`config.mk`:
```
export PLATFORM = sky130hd
export DESIGN_NAME = except_unit_v2
export DESIGN_NICKNAME = d
export VERILOG_FILES = /design/src/rtl/except_pkg.sv /design/src/rtl/cp0_timer.sv /design/src/rtl/except_unit_v2.sv
export SDC_FILE = /design/constraint.sdc
export NUM_CORES = 1
export LEC_CHECK = 0
export CORE_AREA = 4 4 160 162
export CTS_CLUSTER_DIAMETER = 200
export CTS_CLUSTER_SIZE = 40
export DETAILED_ROUTE_END_ITERATION = 6
export DIE_AREA = 0 0 164 166
export PLACE_DENSITY = 0.71
export SLEW_MARGIN = 30
export SYNTH_ARGS = -nofsm -noshare
export SYNTH_HDL_FRONTEND = slang
export SYNTH_SLANG_ARGS = --single-unit
```
`constraint.sdc`:
```
create_clock -name clk -period 2.92 [get_ports clk]
set_clock_uncertainty 0.15 [all_clocks]
set_input_delay 0.876 -clock clk [delete_from_list [all_inputs] [get_ports clk]]
set_output_delay 0.876 -clock clk [all_outputs]
set_load 0.03 [all_outputs]
```
`src/rtl/except_pkg.sv`:
```
// Shared exception codes, default vector and the candidate priority encoder
// used by the precise-exception unit.
package except_pkg;

   typedef logic [31:0] exc_code_t;

   localparam exc_code_t EXC_NONE = 32'h0000_0000;
   localparam exc_code_t EXC_INT  = 32'h0000_0001;
   localparam exc_code_t EXC_ADEL = 32'h0000_0004;
   localparam exc_code_t EXC_ADES = 32'h0000_0005;
   localparam exc_code_t EXC_SYS  = 32'h0000_0008;
   localparam exc_code_t EXC_BP   = 32'h0000_0009;
   localparam exc_code_t EXC_RI   = 32'h0000_000a;
   localparam exc_code_t EXC_OV   = 32'h0000_000c;
   localparam exc_code_t EXC_TR   = 32'h0000_000d;
   localparam exc_code_t EXC_ERET = 32'h0000_000e;

   localparam logic [31:0] EXC_VECTOR_DEFAULT = 32'hBFC0_0380;

   // Fixed priority: interrupts first, eret last; EXC_NONE when nothing is raised.
   function automatic exc_code_t exc_select(
      input logic irq,
      input logic adel,
      input logic pc_err,
      input logic ri,
      input logic syscall,
      input logic brk,
      input logic ades,
      input logic overflow,
      input logic trap,
      input logic eret
   );
      exc_code_t code;
      if (irq)                  code = EXC_INT;
      else if (adel || pc_err)  code = EXC_ADEL;
      else if (ri)              code = EXC_RI;
      else if (syscall)         code = EXC_SYS;
      else if (brk)             code = EXC_BP;
      else if (ades)            code = EXC_ADES;
      else if (overflow)        code = EXC_OV;
      else if (trap)            code = EXC_TR;
      else if (eret)            code = EXC_ERET;
      else                      code = EXC_NONE;
      return code;
   endfunction

endpackage

```
`src/rtl/cp0_timer.sv`:
```
// CP0 Count/Compare timer: Count advances every second clock, Compare match
// raises a sticky timer interrupt cleared only by a Compare write.
module cp0_timer
   import except_pkg::*;
(
   input  logic        clk,
   input  logic        rst,
   input  logic        count_we,
   input  logic        compare_we,
   input  logic [31:0] cp0_wdata,
   output logic [31:0] count,
   output logic [31:0] compare,
   output logic        timer_int
);

   logic [31:0] count_q, count_d;
   logic [31:0] compare_q, compare_d;
   logic        phase_q, phase_d;
   logic        timer_int_q, timer_int_d;

   always_comb begin
      phase_d     = ~phase_q;
      count_d     = count_q;
      compare_d   = compare_q;
      timer_int_d = timer_int_q;

      // A software write to Count restarts the half-rate phase.
      if (count_we) begin
         count_d = cp0_wdata;
         phase_d = 1'b0;
      end else if (phase_q) begin
         count_d = count_q + 32'd1;
      end

      if (compare_we) begin
         compare_d   = cp0_wdata;
         timer_int_d = 1'b0;
      end else if (count_q == compare_q) begin
         timer_int_d = 1'b1;
      end
   end

   always_ff @(posedge clk) begin
      if (rst) begin
         count_q     <= '0;
         compare_q   <= '0;
         phase_q     <= 1'b0;
         timer_int_q <= 1'b0;
      end else begin
         count_q     <= count_d;
         compare_q   <= compare_d;
         phase_q     <= phase_d;
         timer_int_q <= timer_int_d;
      end
   end

   assign count     = count_q;
   assign compare   = compare_q;
   assign timer_int = timer_int_q;

endmodule

```
`src/rtl/except_unit_v2.sv`:
```
// M-stage precise-exception unit: interrupt synchronisation, candidate
// prioritisation, single commit per exception with a registered flush window.
module except_unit_v2
   import except_pkg::*;
#(
   parameter int          N_EXT_INT    = 6,
   parameter int          SYNC_STAGES  = 2,
   parameter int          FLUSH_CYCLES = 1,
   parameter logic [31:0] EXC_VECTOR   = EXC_VECTOR_DEFAULT,
   parameter bit          TIMER_EN     = 1'b1
) (
   input  logic                 clk,
   input  logic                 rst,
   input  logic [N_EXT_INT-1:0] ext_int,
   input  logic                 ri,
   input  logic                 brk,
   input  logic                 syscall,
   input  logic                 overflow,
   input  logic                 trap,
   input  logic                 eretM,
   input  logic                 adel,
   input  logic                 ades,
   input  logic                 pc_err,
   input  logic                 validM,
   input  logic                 stallM,
   input  logic                 in_delayslotM,
   input  logic [31:0]          pcM,
   input  logic [31:0]          aluoutM,
   input  logic [31:0]          cp0_status,
   input  logic [31:0]          cp0_cause,
   input  logic [31:0]          cp0_epc,
   input  logic                 compare_we,
   input  logic                 count_we,
   input  logic [31:0]          cp0_wdata,
   output logic [31:0]          except_type,
   output logic                 flush,
   output logic [31:0]          pc_exception,
   output logic                 cp0_exc_we,
   output logic [31:0]          epc_out,
   output logic                 bd_out,
   output logic [31:0]          badvaddr_out,
   output logic [5:0]           ip_hw,
   output logic [31:0]          count,
   output logic [31:0]          compare,
   output logic                 timer_int
);

   // ---------------- interrupt synchronisers ----------------
   logic [N_EXT_INT-1:0][SYNC_STAGES-1:0] sync_q, sync_d;
   logic [5:0]                            ip_sync;

   always_comb begin
      for (int i = 0; i < N_EXT_INT; i++) begin
         sync_d[i] = {sync_q[i][SYNC_STAGES-2:0], ext_int[i]};
      end
   end

   always_ff @(posedge clk) begin
      if (rst) begin
         sync_q <= '0;
      end else begin
         sync_q <= sync_d;
      end
   end

   genvar gi;
   generate
      for (gi = 0; gi < 6; gi++) begin : g_ip
         if (gi < N_EXT_INT) begin : g_line
            assign ip_sync[gi] = sync_q[gi][SYNC_STAGES-1];
         end else begin : g_tie
            assign ip_sync[gi] = 1'b0;
         end
      end
   endgenerate

   // ---------------- timer ----------------
   generate
      if (TIMER_EN) begin : g_timer
         cp0_timer u_timer (
            .clk        (clk),
            .rst        (rst),
            .count_we   (count_we),
            .compare_we (compare_we),
            .cp0_wdata  (cp0_wdata),
            .count      (count),
            .compare    (compare),
            .timer_int  (timer_int)
         );
      end else begin : g_no_timer
         assign count     = '0;
         assign compare   = '0;
         assign timer_int = 1'b0;
      end
   endgenerate

   assign ip_hw = {ip_sync[5] | timer_int, ip_sync[4:0]};

   // ---------------- candidate selection ----------------
   logic      irq;
   logic      busy;
   logic      commit;
   exc_code_t cand;

   // Software IP[1:0] comes from Cause; hardware IP[7:2] from the synchronisers.
   assign irq = cp0_status[0] & ~cp0_status[1]
              & (|(cp0_status[15:8] & {ip_hw, cp0_cause[9:8]}));

   assign cand = exc_select(irq, adel, pc_err, ri, syscall, brk, ades,
                            overflow, trap, eretM);

   assign commit = (cand != EXC_NONE) & validM & ~stallM & ~busy;

   // ---------------- commit registers ----------------
   logic        flush_q, flush_d;
   logic [1:0]  flush_cnt_q, flush_cnt_d;
   logic        exc_we_q, exc_we_d;
   exc_code_t   type_q, type_d;
   logic [31:0] pc_exc_q, pc_exc_d;
   logic [31:0] epc_q, epc_d;
   logic        bd_q, bd_d;
   logic [31:0] badvaddr_q, badvaddr_d;

   // Instructions behind a committed exception are being flushed, so the
   // flush window doubles as the busy interval.
   assign busy = flush_q;

   always_comb begin
      flush_d     = flush_q;
      flush_cnt_d = flush_cnt_q;
      exc_we_d    = 1'b0;
      type_d      = type_q;
      pc_exc_d    = pc_exc_q;
      epc_d       = epc_q;
      bd_d        = bd_q;
      badvaddr_d  = badvaddr_q;

      if (commit) begin
         flush_d     = 1'b1;
         flush_cnt_d = 2'(FLUSH_CYCLES - 1);
         exc_we_d    = (cand != EXC_ERET);
         type_d      = cand;
         pc_exc_d    = (cand == EXC_ERET) ? cp0_epc : EXC_VECTOR;
         epc_d       = in_delayslotM ? (pcM - 32'd4) : pcM;
         bd_d        = in_delayslotM;
         badvaddr_d  = pc_err ? pcM : aluoutM;
      end else if (flush_q) begin
         if (flush_cnt_q == 2'd0) begin
            flush_d = 1'b0;
         end else begin
            flush_cnt_d = flush_cnt_q - 2'd1;
         end
      end
   end

   always_ff @(posedge clk) begin
      if (rst) begin
         flush_q     <= 1'b0;
         flush_cnt_q <= '0;
         exc_we_q    <= 1'b0;
         type_q      <= EXC_NONE;
         pc_exc_q    <= '0;
         epc_q       <= '0;
         bd_q        <= 1'b0;
         badvaddr_q  <= '0;
      end else begin
         flush_q     <= flush_d;
         flush_cnt_q <= flush_cnt_d;
         exc_we_q    <= exc_we_d;
         type_q      <= type_d;
         pc_exc_q    <= pc_exc_d;
         epc_q       <= epc_d;
         bd_q        <= bd_d;
         badvaddr_q  <= badvaddr_d;
      end
   end

   assign except_type  = type_q;
   assign flush        = flush_q;
   assign pc_exception = pc_exc_q;
   assign cp0_exc_we   = exc_we_q;
   assign epc_out      = epc_q;
   assign bd_out       = bd_q;
   assign badvaddr_out = badvaddr_q;

   wire unused_cp0 = &{1'b0, cp0_status[31:16], cp0_status[7:2],
                       cp0_cause[31:10], cp0_cause[7:0]};

endmodule

```
==> flow_summary_export.csv <==
group,metric,value,unit
outcome,outcome,"completed",
route,ant_nets,0,
clocking,cts_resized,0,
critical_path,ff2ff_path_depth,5,
min_path,hold-path-cell-count,1,
placed_design,dp_hpwl,22300,um
global_routing,antenna_found_initial,1,
clocking,cts_tree,"built",
critical_path,r2r_setup_slack,420,ps
critical_path,crit_chain,"clkdlybuf4s50_1",
logic_synthesis,yosys_warnings,0,
global_routing,grtUsageTotal,20.5,%
sta,grt_setup_unrepaired,"false",
power_and_ir_drop,power.density,499,mW/mm^2
clocking,htreeDepth,4,
sta,min_period,2760,ps
die,io-pin-count,416,
power_and_ir_drop,total_leakage_power,4.82,nW
route,wl,29000,um
clocking,clock_latency,430,ps
route,via_count,7620,
power_and_ir_drop,peakVddDrop,264,uV
clocking,postCtsSetupBuffers,0,
cells_and_area,final_cells,1531,
placed_design,gp_congestion,0.837,
clocking,cts_buffers,17,
die,die_w,164,um
critical_path,start_kind,"flop",
global_routing,grt_pass1_wl,44100,um
min_path,min_to,"ip_sync[5]$_SDFF_PP0_",
sta,post-route-period-util,94.4,%
critical_path,cp_num_buf_inv,1,
die,die_height,166,um
logic_synthesis,ys_seq_area_share,43.9,%
logic_synthesis,post_synth_instance_area,0.00835,sq mm
clocking,clock-sinks,183,
die,core,0.0241,sq mm
sta,holdWs,290,ps
critical_path,critPathArrivalTime,1730,ps
die,rows,57,
placed_design,portBuffers,335,
critical_path,cp-startpoint,"g_timer.u_timer.count[3]$_SDFFE_PP0P_",
global_routing,grt-ovfl-total,0,
global_routing,grt_pass1_vias,7623,
cells_and_area,diodes,0,
logic_synthesis,synth-main-ff-cell,"dfxtp_1",
cells_and_area,drive_above_1_share,10.7,%
global_routing,grt_max_degree,77,
job,drv_cap,0,
route,drtIter0Drc,458,
min_path,min_path_type,"flop to flop",
sta,worst_slew_pin_slew,822,ps
critical_path,cpMaxStageDelayCell,"clkdlybuf4s50_1",
clocking,clockBufferDepth,2,
clocking,clk_pin_slew_worst_paths,70,ps
critical_path,cp-end-kind,"output port",
critical_path,cp.required,1890,ps
sta,hold_violations,0,
logic_synthesis,postSynth.asyncResetShare,0,%
sta,slew_viol_final,0,
min_path,hold_start,"sync_d[11]$_SDFF_PP0_",
logic_synthesis,synth_seq_cells,183,
cells_and_area,fin_nets,1411,
clocking,ctsHoldBuffers,0,
die,initial_core_util,34.6,%
sta,max_slew_margin,45.2,%
logic_synthesis,ys_types,57,
logic_synthesis,netlist_instances,841,
route,drcViolationCount,0,
logic_synthesis,syn_avg_cell_area,9.93,sq um
placed_design,placed_cells,1499,
cells_and_area,area.growth.synth_to_final,54.8,%
clocking,root_buffer,"clkbuf_16",
route,routedWlPerCell,19.0,um
sta,setup_viol,0,
logic_synthesis,synth_edf_count,0,
critical_path,reg2reg_to,"g_timer.u_timer.count[31]$_SDFFE_PP0P_",
sta,fmax,363,MHz
route,firstDrtPassIters,5,
critical_path,slowest_delay,750,ps
critical_path,crit_type,"flop to output port",
critical_path,critPathMaxFanout,7,
route,vias_per_cell,4.98,
critical_path,r2r-start,"g_timer.u_timer.count[7]$_SDFFE_PP0P_",
critical_path,cp_top_family,"buffers and inverters",
die,die_area,0.0272,sq mm
[routing by layer]
metal	global-route usage [%]	up-vias	part of all wire, %
met5	0	-	0.045
met4	5.14	2	1.6
met3	6.43	25	8.6
met2	35.4	277	49
met1	24.6	3631	41
li1	-	3685	-
[logic make-up (layout without fill, tap and decap cells)]
logic type      after synthesis  in the layout  share of synthesized area [%]
compound gates              147            147                           14.7
xor+xnor                     88             88                           9.23
fa+ha+maj                     3              3                          0.450
buf+inv                     107            446                           6.77
flops                       183            183                           43.9
mux                          70             70                           8.39
other cells                   1             28                         0.0449
simple gates                242            242                           16.6
[Yosys cell counts (all sizes together), types with 2 or more instances]
library cell | instances | share of area [%]
a2111oi | 3 | 0.36
a211oi | 17 | 1.6
a21oi | 8 | 0.48
a22o | 55 | 5.8
a311oi | 2 | 0.21
and2 | 2 | 0.15
and3 | 3 | 0.22
and4 | 3 | 0.31
buf | 54 | 4.4
clkbuf | 39 | 1.8
dfxtp | 183 | 44
ha | 3 | 0.45
inv | 14 | 0.63
mux2i | 70 | 8.4
nand2 | 23 | 1.0
nand3 | 15 | 0.90
nand3b | 3 | 0.27
nand4 | 20 | 1.8
nand4b | 5 | 0.52
nor2 | 81 | 3.6
nor2b | 19 | 1.4
nor3 | 36 | 2.5
nor3b | 2 | 0.18
nor4 | 19 | 2.5
nor4b | 2 | 0.28
o21ai | 6 | 0.36
o2bb2ai | 47 | 4.9
or3 | 4 | 0.30
or4 | 3 | 0.31
xnor2 | 78 | 8.2
xor2 | 10 | 1.0
[metrics by stage]
step / instance area, sq um / TNS [ps] / util [%] / power, mW / setup slack, ps
5_1_grt: 12900 / 0 / 53.6 / 6.72 / 68.2
6_report: 12900 / 0 / 53.6 / 6.45 / 163
3_5_place_dp: 12300 / -16470 / 51.0 / 4.11 / -229
3_3_place_gp: 12300 / -18200 / 51.0 / 4.10 / -231
2_1_floorplan: 8450 / 0 / - / 3.45 / 241
4_1_cts: 12900 / 0 / 53.6 / 6.53 / 136
[cells in the final DEF (no fill, tap or decap), types with 4 or more instances in the layout]
cell type	synthesis	final
clkdlybuf4s50_1	0	332
dfxtp_1	183	183
nor2_1	81	81
xnor2_1	78	78
mux2i_1	70	70
buf_4	33	57
a22o_1	55	55
o2bb2ai_1	47	47
nor3_1	30	29
conb_1	1	28
nand2_1	23	23
nor2b_1	19	19
nand4_1	18	18
clkbuf_16	0	17
nand3_1	15	15
a211oi_1	15	15
inv_1	13	13
xor2_1	10	10
nor4_2	10	10
a21oi_1	8	8
buf_12	1	8
nor3_2	6	7
nor4_1	7	7
nand4b_1	5	5
o21ai_0	5	5
or3_1	4	4
clkinv_8	0	4
[power breakdown]
group	leakage [nW]	internal [mW]	switching (mW)	total [mW]
Sequential	1.50	2.62	0.118	2.74
Clock	0.302	1.26	1.14	2.40
Combinational	3.01	0.630	0.681	1.31
[sequential cells by signal, indices dropped and copies added (netlist names)]
name	cells
sync_d	6
epc_out	32
except_type	4
ip_hw	5
g_timer.u_timer.count	32
pc_exception	32
flush	1
g_timer.u_timer.compare	32
ip_sync	1
flush_cnt_q	2
g_timer.u_timer.phase_q	1
badvaddr_out	32
bd_out	1
cp0_exc_we	1
g_timer.u_timer.timer_int	1
[worst max path at each step]
stage	end	slack [ps]	cells past startpoint
after global routing	count[3]	70	1
after floorplan	except_type[1]$_SDFFE_PP0P_	240	7
after CTS	count[3]	140	1
after global placement	pc_exception[4]$_SDFFE_PP0P_	-230	9
after detailed placement	pc_exception[10]$_SDFFE_PP0P_	-230	9
final	count[3]	160	1
[area by class of cell]
| type | instances | area (sq um) |
|---|---|---|
| multi-input combinational | 578 | 4260 |
| sequential | 183 | 3660 |
| fill | 2194 | 11200 |
| clock buffer | 18 | 439 |
| clock inverter | 14 | 181 |
| inverter | 14 | 52.6 |
| tap | 324 | 405 |
| timing repair buffer | 400 | 3930 |
Power figures use the tool's default switching activity.
